File: src/rtl/serv_lsu_ctrl_pkg.sv
// Shared types and helpers for the SERV load/store sequencer.
// States, access sizes, byte-lane, misalign and load-extension helpers.
package serv_lsu_ctrl_pkg;

  typedef enum logic [2:0] {
    S_IDLE  = 3'd0,
    S_TRAP  = 3'd1,
    S_BUS   = 3'd2,
    S_SHIFT = 3'd3,
    S_DONE  = 3'd4
  } state_e;

  typedef enum logic [1:0] {
    SZ_BYTE = 2'd0,
    SZ_HALF = 2'd1,
    SZ_WORD = 2'd2
  } size_e;

  localparam int XLEN = 32;

  function automatic size_e size_f(
    input logic word,
    input logic half
  );
    size_f = word ? SZ_WORD : (half ? SZ_HALF : SZ_BYTE);
  endfunction

  // Lane 0 is only ever driven by an access starting at byte 0;
  // halfwords always reach their upper lane within the word.
  function automatic logic [3:0] sel_f(
    input size_e      sz,
    input logic [1:0] lsb
  );
    logic w;
    logic h;
    w = (sz == SZ_WORD);
    h = (sz == SZ_HALF);
    sel_f[3] = (lsb == 2'd3) | w | (h & lsb[1]);
    sel_f[2] = (lsb == 2'd2) | w;
    sel_f[1] = (lsb == 2'd1) | w | (h & ~lsb[1]);
    sel_f[0] = (lsb == 2'd0);
  endfunction

  function automatic logic mis_f(
    input size_e      sz,
    input logic [1:0] lsb
  );
    logic w;
    logic h;
    w = (sz == SZ_WORD);
    h = (sz == SZ_HALF);
    mis_f = (lsb[0] & (w | h)) | (lsb[1] & w);
  endfunction

  function automatic logic [XLEN-1:0] ext_f(
    input logic [XLEN-1:0] rdt,
    input logic [1:0]      lsb,
    input size_e           sz,
    input logic            sgn
  );
    logic [XLEN-1:0] sh;
    sh = rdt >> {lsb, 3'b000};
    unique case (sz)
      SZ_BYTE: ext_f = {{24{sgn & sh[7]}}, sh[7:0]};
      SZ_HALF: ext_f = {{16{sgn & sh[15]}}, sh[15:0]};
      default: ext_f = sh;
    endcase
  endfunction

endpackage

File: src/rtl/serv_lsu_ctrl_shift.sv
// Load result path: captures extended read data, streams it W bits/cycle.
// Ports: clk/rst, capture + shift strobes, read data/lsb/size/sign, o_rd and last flags.
module serv_lsu_ctrl_shift
  import serv_lsu_ctrl_pkg::*;
#(
  parameter int W = 1
) (
  input  logic            i_clk,
  input  logic            i_rst,
  input  logic            i_cap,
  input  logic            i_shift,
  input  logic [XLEN-1:0] i_rdt,
  input  logic [1:0]      i_lsb,
  input  size_e           i_size,
  input  logic            i_signed,
  output logic [W-1:0]    o_rd,
  output logic            o_last,
  output logic            o_penult
);

  localparam int CHUNKS = XLEN / W;
  localparam int CW = (CHUNKS > 1) ? $clog2(CHUNKS) : 1;

  logic [XLEN-1:0] cap_q;
  logic [XLEN-1:0] cap_d;
  logic [CW-1:0]   cnt_q;
  logic [CW-1:0]   cnt_d;
  logic [XLEN-1:0] rd_sh;

  assign cap_d = ext_f(i_rdt, i_lsb, i_size, i_signed);

  assign o_last = (cnt_q == CW'(CHUNKS - 1));
  assign o_penult = (CHUNKS > 1) &&
                    (cnt_q == CW'(CHUNKS - 2));

  // Counter wraps back to 0 as the last chunk leaves.
  assign cnt_d = o_last ? '0 : cnt_q + 1'b1;

  always_ff @(posedge i_clk) begin
    if (i_rst) begin
      cap_q <= '0;
      cnt_q <= '0;
    end else if (i_cap) begin
      cap_q <= cap_d;
      cnt_q <= '0;
    end else if (i_shift) begin
      cnt_q <= cnt_d;
    end
  end

  assign rd_sh = cap_q >> (32'(cnt_q) * W);
  assign o_rd = rd_sh[W-1:0];

endmodule

File: src/rtl/serv_lsu_ctrl.sv
// Load/store sequencer for SERV: alignment check, one Wishbone cycle, load streaming.
// Ports: core request (i_req..i_wdat), status (o_busy/o_misalign/o_done), o_rd stream, Wishbone.
module serv_lsu_ctrl
  import serv_lsu_ctrl_pkg::*;
#(
  parameter int WITH_CSR = 1,
  parameter int W        = 1
) (
  input  logic            i_clk,
  input  logic            i_rst,
  input  logic            i_req,
  input  logic            i_we,
  input  logic            i_signed,
  input  logic            i_word,
  input  logic            i_half,
  input  logic [XLEN-1:0] i_adr,
  input  logic [XLEN-1:0] i_wdat,
  output logic            o_busy,
  output logic            o_misalign,
  output logic            o_done,
  output logic [W-1:0]    o_rd,
  output logic            o_rd_valid,
  output logic [XLEN-1:0] o_wb_adr,
  output logic [XLEN-1:0] o_wb_dat,
  output logic [3:0]      o_wb_sel,
  output logic            o_wb_we,
  output logic            o_wb_cyc,
  input  logic [XLEN-1:0] i_wb_rdt,
  input  logic            i_wb_ack
);

  localparam int CHUNKS = XLEN / W;

  state_e          state_q;
  size_e           size_q;
  size_e           size_d;
  logic [1:0]      lsb_q;
  logic            signed_q;
  logic            busy_q;
  logic            mis_q;
  logic            done_q;
  logic            rdv_q;
  logic            cyc_q;
  logic            we_q;
  logic [XLEN-1:0] adr_q;
  logic [XLEN-1:0] dat_q;
  logic [XLEN-1:0] dat_d;
  logic [3:0]      sel_q;
  logic [3:0]      sel_d;
  logic            mis_d;
  logic            cap;
  logic            shift;
  logic            last;
  logic            penult;

  assign size_d = size_f(i_word, i_half);
  assign sel_d = sel_f(size_d, i_adr[1:0]);
  assign dat_d = i_wdat << {i_adr[1:0], 3'b000};
  assign mis_d = (WITH_CSR != 0) &&
                 mis_f(size_d, i_adr[1:0]);

  assign cap = (state_q == S_BUS) & i_wb_ack & ~we_q;
  assign shift = (state_q == S_SHIFT);

  always_ff @(posedge i_clk) begin
    if (i_rst) begin
      state_q  <= S_IDLE;
      size_q   <= SZ_BYTE;
      lsb_q    <= '0;
      signed_q <= 1'b0;
      busy_q   <= 1'b0;
      mis_q    <= 1'b0;
      done_q   <= 1'b0;
      rdv_q    <= 1'b0;
      cyc_q    <= 1'b0;
      we_q     <= 1'b0;
      adr_q    <= '0;
      dat_q    <= '0;
      sel_q    <= '0;
    end else begin
      mis_q  <= 1'b0;
      done_q <= 1'b0;
      unique case (state_q)
        S_IDLE: begin
          if (i_req) begin
            size_q   <= size_d;
            lsb_q    <= i_adr[1:0];
            signed_q <= i_signed;
            we_q     <= i_we;
            adr_q    <= {i_adr[XLEN-1:2], 2'b00};
            dat_q    <= dat_d;
            sel_q    <= sel_d;
            busy_q   <= 1'b1;
            if (mis_d) begin
              state_q <= S_TRAP;
              mis_q   <= 1'b1;
            end else begin
              state_q <= S_BUS;
              cyc_q   <= 1'b1;
            end
          end
        end
        S_TRAP: begin
          state_q <= S_IDLE;
          busy_q  <= 1'b0;
        end
        S_BUS: begin
          if (i_wb_ack) begin
            cyc_q <= 1'b0;
            if (we_q) begin
              state_q <= S_DONE;
              done_q  <= 1'b1;
            end else begin
              state_q <= S_SHIFT;
              rdv_q   <= 1'b1;
              // Single-chunk stream completes on its first beat.
              done_q  <= (CHUNKS == 1);
            end
          end
        end
        S_SHIFT: begin
          if (last) begin
            state_q <= S_IDLE;
            rdv_q   <= 1'b0;
            busy_q  <= 1'b0;
          end else begin
            done_q <= penult;
          end
        end
        S_DONE: begin
          state_q <= S_IDLE;
          busy_q  <= 1'b0;
        end
        default: begin
          state_q <= S_IDLE;
          busy_q  <= 1'b0;
          cyc_q   <= 1'b0;
          rdv_q   <= 1'b0;
        end
      endcase
    end
  end

  serv_lsu_ctrl_shift #(
    .W(W)
  ) u_shift (
    .i_clk    (i_clk),
    .i_rst    (i_rst),
    .i_cap    (cap),
    .i_shift  (shift),
    .i_rdt    (i_wb_rdt),
    .i_lsb    (lsb_q),
    .i_size   (size_q),
    .i_signed (signed_q),
    .o_rd     (o_rd),
    .o_last   (last),
    .o_penult (penult)
  );

  assign o_busy     = busy_q;
  assign o_misalign = mis_q;
  assign o_done     = done_q;
  assign o_rd_valid = rdv_q;
  assign o_wb_adr   = adr_q;
  assign o_wb_dat   = dat_q;
  assign o_wb_sel   = sel_q;
  assign o_wb_we    = we_q;
  assign o_wb_cyc   = cyc_q;

endmodule

File: config.mk
export PLATFORM = sky130hd
export DESIGN_NAME = serv_lsu_ctrl
export DESIGN_NICKNAME = d
export VERILOG_FILES = /design/src/rtl/serv_lsu_ctrl_pkg.sv /design/src/rtl/serv_lsu_ctrl_shift.sv /design/src/rtl/serv_lsu_ctrl.sv
export SDC_FILE = /design/constraint.sdc
export NUM_CORES = 1
export LEC_CHECK = 0
export CORE_AREA = 2 2 100 150
export DETAILED_ROUTE_END_ITERATION = 8
export DIE_AREA = 0 0 102 152
export PLACE_DENSITY = 0.68
export SLEW_MARGIN = 40
export SYNTH_ARGS = -nofsm -noshare
export SYNTH_HDL_FRONTEND = slang
export SYNTH_SLANG_ARGS = --single-unit
File: constraint.sdc
create_clock -name i_clk -period 6.7 [get_ports i_clk]
set_clock_uncertainty 0.2 [all_clocks]
set_input_delay 1.34 -clock i_clk [delete_from_list [all_inputs] [get_ports i_clk]]
set_output_delay 1.34 -clock i_clk [all_outputs]
set_load 0.01 [all_outputs]
==> results of run 1 <==
==> power by group <==
part | switching (mW) | total, mW | internal, mW
registers | 0.0329 | 0.776 | 0.743
clock network | 0.326 | 0.950 | 0.624
logic | 0.177 | 0.362 | 0.185
==> worst max-delay path, stage by stage (launching register included) <==
cell             delay (ns)
dfxtp_1                0.79
mux4_2                 0.33
nor2_1                 0.04
or4b_2                 0.63
nand4_1                0.12
clkdlybuf4s50_1        0.54
==> stage by stage <==
step	hold WS (ns)	utilization, %	area (um^2)	setup WS (ns)
finish	0.2527	55.98	8019	2.314
global placement	0.2427	51.50	7377	2.638
detailed placement	0.2453	51.61	7392	2.720
floorplan	0.2357	-	5583	3.560
CTS	0.2532	56.00	8021	2.284
global route	0.2787	55.98	8019	2.162
==> synthesized netlist by cell type, types with 2 or more instances <==
cell type,instances
dfxtp_1,117
o22ai_1,2
a22oi_1,10
nand2_1,121
ha_1,4
a221oi_1,5
o2bb2ai_1,7
nor2_1,54
nand3_1,5
nor3_1,15
a22o_1,8
mux2_2,21
a211oi_1,28
clkbuf_1,33
o21ai_0,11
a311oi_1,4
a21oi_1,80
a31oi_1,2
mux4_2,4
or2_2,2
a221o_1,3
mux2i_1,40
o211ai_1,16
buf_4,4
buf_2,14
inv_1,5
buf_1,6
buf_6,2
nor2b_1,8
nand3b_1,5
nand2b_1,6
==> layer usage <==
layer	vias up	routed length [um]	GRT usage [%]
met5	-	0	0
met3	28	652	5.750
met4	0	433	9.524
met2	145	9564	40.38
met1	2600	6601	24.89
li1	2628	-	-
==> sequential cells by signal, summed over array words and instances, names as in the netlist <==
name           count
lsb_q              2
o_wb_sel           4
signed_q           1
o_wb_we            1
u_shift.cap_q     32
u_shift.cnt_q      5
o_done             1
o_wb_adr          30
o_wb_dat          32
o_misalign         1
o_busy             1
size_q             2
o_rd_valid         1
o_wb_cyc           1
state_q            3
==> final cells by class <==
cell class | instances | share of cell area (%)
clock buffers | 21 | 5.992
inverters | 6 | 0.2809
multi-input cells | 478 | 36.98
repair buffers | 184 | 22.62
clock inverters | 11 | 1.857
well taps | 196 | 3.058
flip-flops and latches | 117 | 29.21
==> final timing paths <==
path	endpoint	slack, ns	startpoint
max	o_rd	2.31	u_shift.cnt_q[2]$_SDFFE_PP0N_
min	o_wb_adr[5]$_SDFFE_PP0P_	0.25	o_wb_adr[5]$_SDFFE_PP0P_
max reg2reg	u_shift.cap_q[13]$_SDFFE_PP0P_	4.14	lsb_q[1]$_SDFFE_PP0P_
min reg2reg	o_wb_adr[5]$_SDFFE_PP0P_	0.25	o_wb_adr[5]$_SDFFE_PP0P_
==> cell families (layout without fill, tap and decap cells) <==
| kind of cell | count (synthesis) | count (layout) | synth area share, % |
|---|---|---|---|
| AO/OA/AOI/OAI | 179 | 179 | 20.59 |
| AND/OR/NAND/NOR | 228 | 228 | 18.21 |
| flip-flops | 117 | 117 | 41.98 |
| buffers and inverters | 65 | 222 | 5.225 |
| multiplexers | 65 | 65 | 13.03 |
| adder cells (fa/ha/maj) | 4 | 4 | 0.8971 |
| other | 1 | 2 | 0.06722 |
==> flow_metrics.py, run 1 <==
metrics = {
    "grt": {
        "antenna_found_initial": 0,
        "grt_pass1_wl_um": 27670,
        "grt_max_degree": 66,
        "grt_pass1_vias": 5609,
        "grtUsageTotal_pct": 22.67,
        "grt-ovfl-total": 0,
    },
    "route": {
        "drc": 0,
        "routedWlPerCell_um": 17.03,
        "wl_um": 17250,
        "ant_nets": 0,
        "first_pass_iters": 4,
        "vias": 5401,
        "drt_iter0_markers": 180,
        "avgViaCountPerCell": 5.332,
    },
    "run": {
        "maxCapViolations": 0,
    },
    "clock_network": {
        "clockBufferDepth": 2,
        "clock_latency_ns": 0.41,
        "cts_setup_buffers": 0,
        "cts-htree-levels": 4,
        "cts_inserted_buffers": 17,
        "cts_tree": "done",
        "cts_sinks": 117,
        "root_buffer": "clkbuf_16",
        "cts_resized": 0,
        "path_clk_slew_ns": 0.06,
        "postCtsHoldBufs": 0,
    },
    "worst_setup_path": {
        "arrival_ns": 2.85,
        "reg2reg_depth": 4,
        "crit_fanout": 17,
        "end_kind": "output port",
        "required_ns": 5.16,
        "crit_type": "flip-flop to output port",
        "start_kind": "flip-flop",
    },
    "timing": {
        "slew_violations": 0,
        "final_hold_viol_count": 0,
        "rsz0062_at_grt": "no",
        "finalSetupTns_ns": 0,
        "fin_crit_sh_pct": 65.46,
        "maxSlewHeadroom_pct": 46.89,
        "worstMarginPinSlew_ns": 0.7951,
        "period_needed_ns": 4.386,
        "setup_viol": 0,
        "max_freq_mhz": 228.0,
    },
    "synth": {
        "synth-seq-area-share_pct": 41.98,
        "yosysTopAreaCell": "dfxtp_1",
        "synth_edf_count": 0,
        "synth.top_cell.area_share_pct": 41.98,
        "syn_inst": 659,
        "synthFlopType": "dfxtp_1",
        "synthesis.area_mm2": 0.005579,
        "ys_seq_elements": 117,
        "synth.area.top_cells": "dfxtp_1 42%, nand2_1 8.1%, a21oi_1 7.2%, mux2i_1 7.2%, mux2_2 4.2%",
        "syn_area_per_cell_um2": 8.466,
        "synth_cell_types": 48,
        "yosysWarnings": 0,
        "async_flop_share_pct": 0,
    },
    "final_layout": {
        "drive_gt1_share_pct": 9.302,
        "syn_to_final_growth_pct": 43.73,
        "finalNetCount": 912,
        "diodes": 0,
        "stdcell_count": 1013,
        "regArea_mm2": 0.002342,
        "layout_common_cells": "174 x clkdlybuf4s50_1, 120 x nand2_1, 117 x dfxtp_1",
        "layout_commonest_cell": "clkdlybuf4s50_1",
        "num-fill-cells": 1347,
        "multi_input_area_mm2": 0.002965,
    },
    "placement": {
        "dp_hpwl_um": 12280,
        "dp.cells": 981,
        "gp_congestion": 0.8618,
        "portBuffers": 176,
    },
    "power": {
        "leakage_nw": 2.856,
        "ir_drop_mv": 0.1978,
        "total_power_mw": 2.089,
        "power.density_mw_per_mm2": 260.4,
    },
    "outcome": {
        "status": "finished clean",
    },
    "die": {
        "rows": 54,
        "floorplan.initialDensity_pct": 38.95,
        "ios": 179,
        "die-width_um": 102,
        "die_area_mm2": 0.01550,
        "die_height_um": 152,
        "core_area_mm2": 0.01432,
    },
    "worst_hold_path": {
        "whs_path_depth": 2,
        "hold_path_class": "flip-flop to flip-flop",
    },
}
Power figures use the tool's default switching activity.
==> inputs of run 2 (changes only) <==
--- a/config.mk
+++ b/config.mk
@@ -8,7 +8,7 @@
 export CORE_AREA = 2 2 100 150
 export DETAILED_ROUTE_END_ITERATION = 8
 export DIE_AREA = 0 0 102 152
-export PLACE_DENSITY = 0.68
+export PLACE_DENSITY = 0.7
 export SLEW_MARGIN = 40
 export SYNTH_ARGS = -nofsm -noshare
 export SYNTH_HDL_FRONTEND = slang
==> constraint.sdc (replaced) <==
create_clock -name i_clk -period 4 [get_ports i_clk]
set_clock_uncertainty 0.2 [all_clocks]
set_input_delay 0.8 -clock i_clk [delete_from_list [all_inputs] [get_ports i_clk]]
set_output_delay 0.8 -clock i_clk [all_outputs]
set_load 0.01 [all_outputs]
==> flow_metrics.py, run 2 (synthesis gave the netlist of run 1 again) <==
metrics = {
    "die": {
        "die_area_mm2": 0.01550,
        "die-width_um": 102,
        "floorplan.initialDensity_pct": 38.95,
        "ios": 179,
        "rows": 54,
        "die_height_um": 152,
        "core_area_mm2": 0.01432,
    },
    "final_layout": {
        "syn_to_final_growth_pct": 43.82,
        "final_area_mm2": 0.008024,
        "layout_commonest_cell": "clkdlybuf4s50_1",
        "utilization_pct": 56.02,
        "finalNetCount": 914,
        "drive_gt1_share_pct": 9.058,
        "stdcell_count": 1013,
        "diodes": 0,
        "layout_common_cells": "175 x clkdlybuf4s50_1, 121 x nand2_1, 117 x dfxtp_1",
        "num-fill-cells": 1311,
    },
    "power": {
        "ir_drop_mv": 0.2822,
        "total_power_mw": 3.481,
        "power.density_mw_per_mm2": 433.8,
        "leakage_nw": 2.860,
    },
    "clock_network": {
        "cts_tree": "done",
        "cts_sinks": 117,
        "root_buffer": "clkbuf_16",
        "cts-htree-levels": 4,
        "clockBufferDepth": 2,
        "cts_setup_buffers": 0,
        "clock_latency_ns": 0.41,
        "postCtsHoldBufs": 0,
        "path_clk_slew_ns": 0.05,
        "cts_inserted_buffers": 17,
        "cts_resized": 0,
    },
    "grt": {
        "grt-ovfl-total": 0,
        "grt_pass1_vias": 5279,
        "grt_max_degree": 70,
        "antenna_found_initial": 0,
        "grtUsageTotal_pct": 21.85,
        "grt_pass1_wl_um": 26640,
    },
    "route": {
        "drc": 0,
        "ant_nets": 0,
        "vias": 5406,
        "drt_iter0_markers": 196,
        "wl_um": 17000,
        "first_pass_iters": 4,
        "routedWlPerCell_um": 16.78,
        "avgViaCountPerCell": 5.337,
    },
    "worst_setup_path": {
        "required_ns": 3.00,
        "slowest_delay_ns": 0.64,
        "critPathSlowestCell": "or4b_2",
        "crit_type": "flip-flop to output port",
        "end_kind": "output port",
        "crit_chain": "mux4_2 > nor2_1 > or4b_2 > nand4_1 > clkdlybuf4s50_1",
        "reg2reg_depth": 4,
        "arrival_ns": 2.56,
        "start_kind": "flip-flop",
        "crit_fanout": 11,
    },
    "timing": {
        "period_needed_ns": 3.562,
        "slew_violations": 0,
        "finalSetupTns_ns": 0,
        "final_hold_viol_count": 0,
        "fin_crit_sh_pct": 89.06,
        "rsz0062_at_grt": "no",
        "maxSlewHeadroom_pct": 48.47,
        "setup_viol": 0,
        "worstMarginPinSlew_ns": 0.7729,
        "max_freq_mhz": 280.7,
    },
    "worst_hold_path": {
        "whs_path_depth": 2,
        "hold_path_class": "flip-flop to flip-flop",
    },
    "placement": {
        "gp_congestion": 0.8069,
        "dp.cells": 983,
        "placed_cell_area_mm2": 0.007407,
        "dp_hpwl_um": 12060,
        "portBuffers": 176,
    },
    "run": {
        "maxCapViolations": 0,
    },
    "outcome": {
        "status": "finished clean",
    },
}
-- run 2: area by class of cell --
class	instances	area (um^2)	area share (%)
clock buffers	22	494.2	6.159
clock inverters	8	122.6	1.528
repair buffers	186	1834	22.86
inverters	6	22.52	0.2807
multi-input cells	478	2963	36.92
flip-flops and latches	117	2342	29.19
well taps	196	245.2	3.056
-- run 2: final timing paths --
path / startpoint / end / slack, ns
setup / recovery: u_shift.cnt_q[1]$_SDFFE_PP0N_ / o_rd / 0.44
hold / removal: o_wb_adr[17]$_SDFFE_PP0P_ / o_wb_adr[17]$_SDFFE_PP0P_ / 0.25
setup reg to reg: lsb_q[1]$_SDFFE_PP0P_ / u_shift.cap_q[14]$_SDFFE_PP0P_ / 1.41
hold reg to reg: o_wb_adr[17]$_SDFFE_PP0P_ / o_wb_adr[17]$_SDFFE_PP0P_ / 0.25
-- run 2: layer usage --
| metal | GRT usage [%] | up-vias | part of all wire (%) |
|---|---|---|---|
| met4 | 9.206 | 0 | 3.4 |
| met3 | 5.888 | 43 | 4.9 |
| met1 | 23.89 | 2556 | 38 |
| li1 | - | 2637 | - |
| met2 | 38.82 | 170 | 54 |
| met5 | 0 | - | 0 |
-- run 2: critical path, delay by kind of cell, from the launching register on --
| family | cells | cell delay (ns) |
|---|---|---|
| buffers and inverters | 1 | 0.54 |
| and+or+nand+nor | 3 | 0.79 |
| DFF | 1 | 0.55 |
| muxes | 1 | 0.29 |
-- run 2: where the power goes --
part / switching [mW] / internal (mW) / total, mW
Sequential: 0.0551 / 1.25 / 1.30
Clock: 0.522 / 1.05 / 1.57
Combinational: 0.297 / 0.309 / 0.606
Total: 0.874 / 2.61 / 3.48
-- run 2: stage by stage --
step           worst slack [ns]  hold WS, ns
2_1_floorplan             1.400       0.2357
3_3_place_gp             0.8207       0.2423
3_5_place_dp             0.7781       0.2472
4_1_cts                  0.3961       0.2542
5_1_grt                  0.2942       0.2715
6_report                 0.4378       0.2496
==> inputs of run 3 (changes only) <==
--- a/config.mk
+++ b/config.mk
@@ -5,10 +5,13 @@
 export SDC_FILE = /design/constraint.sdc
 export NUM_CORES = 1
 export LEC_CHECK = 0
-export CORE_AREA = 2 2 100 150
+export CAP_MARGIN = 10
+export CELL_PAD_IN_SITES_DETAIL_PLACEMENT = 1
+export CELL_PAD_IN_SITES_GLOBAL_PLACEMENT = 1
+export CORE_AREA = 2 2 115 173
 export DETAILED_ROUTE_END_ITERATION = 8
-export DIE_AREA = 0 0 102 152
-export PLACE_DENSITY = 0.7
+export DIE_AREA = 0 0 117 175
+export PLACE_DENSITY = 0.72
 export SLEW_MARGIN = 40
 export SYNTH_ARGS = -nofsm -noshare
 export SYNTH_HDL_FRONTEND = slang
==> flow_metrics.py, run 3 (synthesis gave the netlist of run 1 again) <==
metrics = {
    "route": {
        "ant_nets": 0,
        "avgViaCountPerCell": 4.981,
        "wl_um": 19160,
        "first_pass_iters": 4,
        "m1WireLength_um": 7387,
        "wl_met2_um": 10680,
        "drc": 0,
        "drt_iter0_markers": 238,
        "top_layer": "met4",
        "wl_met3_um": 746,
        "vias": 5374,
        "routedWlPerCell_um": 17.76,
    },
    "timing": {
        "worstMarginPinSlew_ns": 0.7552,
        "period_needed_ns": 3.601,
        "slew_violations": 0,
        "finalSetupTns_ns": 0,
        "rsz0062_at_grt": "no",
        "final_hold_viol_count": 0,
        "max_freq_mhz": 277.7,
        "fin_crit_sh_pct": 90.02,
        "setup_viol": 0,
        "fin_hold_ws_ns": 0.2529,
        "maxSlewHeadroom_pct": 49.42,
    },
    "worst_setup_path": {
        "arrival_ns": 2.60,
        "timing.critical_path.to": "o_rd",
        "rrSetupSlack_ns": 1.32,
        "required_ns": 3.00,
        "crit_start": "u_shift.cnt_q[1]$_SDFFE_PP0N_",
        "start_kind": "flip-flop",
        "crit_type": "flip-flop to output port",
        "timing.rr.start": "lsb_q[1]$_SDFFE_PP0P_",
        "reg2reg_depth": 4,
        "end_kind": "output port",
        "rr_endpoint": "u_shift.cap_q[9]$_SDFFE_PP0P_",
        "crit_fanout": 11,
    },
    "power": {
        "leakage_nw": 2.864,
        "power_switching_mw": 0.9447,
        "power.density_mw_per_mm2": 425.6,
        "power.share.clock_pct": 44.5,
        "power_frac_comb_pct": 18.0,
        "ir_drop_mv": 0.2590,
        "swShare_pct": 27.30,
        "intPower_mw": 2.515,
        "p_seq_share_pct": 37.6,
    },
    "die": {
        "die_area_mm2": 0.02048,
        "ios": 179,
        "die-width_um": 117,
        "die_height_um": 175,
        "floorplan.initialDensity_pct": 29.35,
        "rows": 62,
        "core_area_mm2": 0.01901,
    },
    "clock_network": {
        "cts-htree-levels": 4,
        "cts_resized": 0,
        "cts_inserted_buffers": 17,
        "postCtsHoldBufs": 0,
        "clockBufferDepth": 2,
        "clock_latency_ns": 0.41,
        "cts_sinks": 117,
        "cts_setup_buffers": 0,
        "cts_tree": "done",
        "root_buffer": "clkbuf_16",
        "path_clk_slew_ns": 0.06,
    },
    "final_layout": {
        "layout_commonest_cell": "clkdlybuf4s50_1",
        "layout_common_cells": "175 x clkdlybuf4s50_1, 121 x nand2_1, 117 x dfxtp_1",
        "diodes": 0,
        "drive_gt1_share_pct": 9.842,
        "syn_to_final_growth_pct": 45.71,
        "num-fill-cells": 2235,
        "finalNetCount": 918,
    },
    "run": {
        "maxCapViolations": 0,
    },
    "outcome": {
        "status": "finished clean",
    },
    "grt": {
        "antenna_found_initial": 0,
        "grt_pass1_wl_um": 30440,
        "grt_pass1_vias": 5606,
        "grt-ovfl-total": 0,
        "grt_max_degree": 67,
        "grtUsageTotal_pct": 19.28,
    },
    "placement": {
        "portBuffers": 176,
        "gp_congestion": 0.7829,
        "dp_hpwl_um": 13790,
    },
    "worst_hold_path": {
        "min-delay-start": "o_wb_adr[18]$_SDFFE_PP0P_",
        "hold_path_class": "flip-flop to flip-flop",
    },
}
[run 3: cell types whose count changed in the layout (fill, tap and decap cells not counted), sizes merged]
cell,change
buf,+4
bufinv,-1
clkbuf,-3
clkinvlp,+3
inv,+3
[run 3: cell type report]
cell class	instances	area [um^2]	share of cell area, %
Multi-Input combinational cell	478	2965	36.48
Sequential cell	117	2342	28.81
Timing Repair Buffer	190	1877	23.09
Clock buffer	19	452.9	5.572
Tap cell	256	320.3	3.940
Clock inverter	13	148.9	1.832
Inverter	6	22.52	0.2771
[run 3: worst max-delay path, stage by stage (launching register included)]
cell,delay [ns]
dfxtp_1,0.57
mux4_2,0.30
nor2_1,0.04
or4b_2,0.63
nand4_1,0.11
clkdlybuf4s50_1,0.53
[run 3: power groups by stage]
stage / logic (mW) / clock network [mW] / registers (mW)
CTS: 0.632 / 1.58 / 1.30
detailed placement: 0.628 / 0 / 1.32
global placement: 0.623 / 0 / 1.32
global route: 0.680 / 1.64 / 1.31
floorplan: 0.299 / 0 / 1.33
finish: 0.621 / 1.54 / 1.30
[run 3: metrics by stage]
stage	instances	util, %	setup WS, ns	power, mW	cell area [um^2]
final	1079	42.77	0.3991	3.460	8129
after global placement	1047	39.59	0.8616	1.945	7525
after CTS	1079	42.76	0.3697	3.511	8127
after detailed placement	1047	39.59	0.8079	1.953	7525
after global routing	1079	42.77	0.2566	3.627	8129
after floorplan	660	-	1.400	1.629	5583
[run 3: worst min-delay path by stage]
stage	depth (start not counted)	to	slack, ns
after global placement	2	o_wb_adr[18]$_SDFFE_PP0P_	0.24
after floorplan	2	u_shift.cap_q[0]$_SDFFE_PP0P_	0.24
after detailed placement	2	o_wb_adr[11]$_SDFFE_PP0P_	0.25
final	2	o_wb_adr[18]$_SDFFE_PP0P_	0.25
after CTS	2	o_wb_adr[11]$_SDFFE_PP0P_	0.26
after global routing	2	o_wb_adr[23]$_SDFFE_PP0P_	0.28
[run 3: per-layer routing]
| metal | up-vias | global-route usage (%) |
|---|---|---|
| met5 | - | 0 |
| li1 | 2642 | - |
| met4 | 0 | 6.176 |
| met3 | 21 | 4.821 |
| met1 | 2609 | 20.77 |
| met2 | 102 | 35.89 |
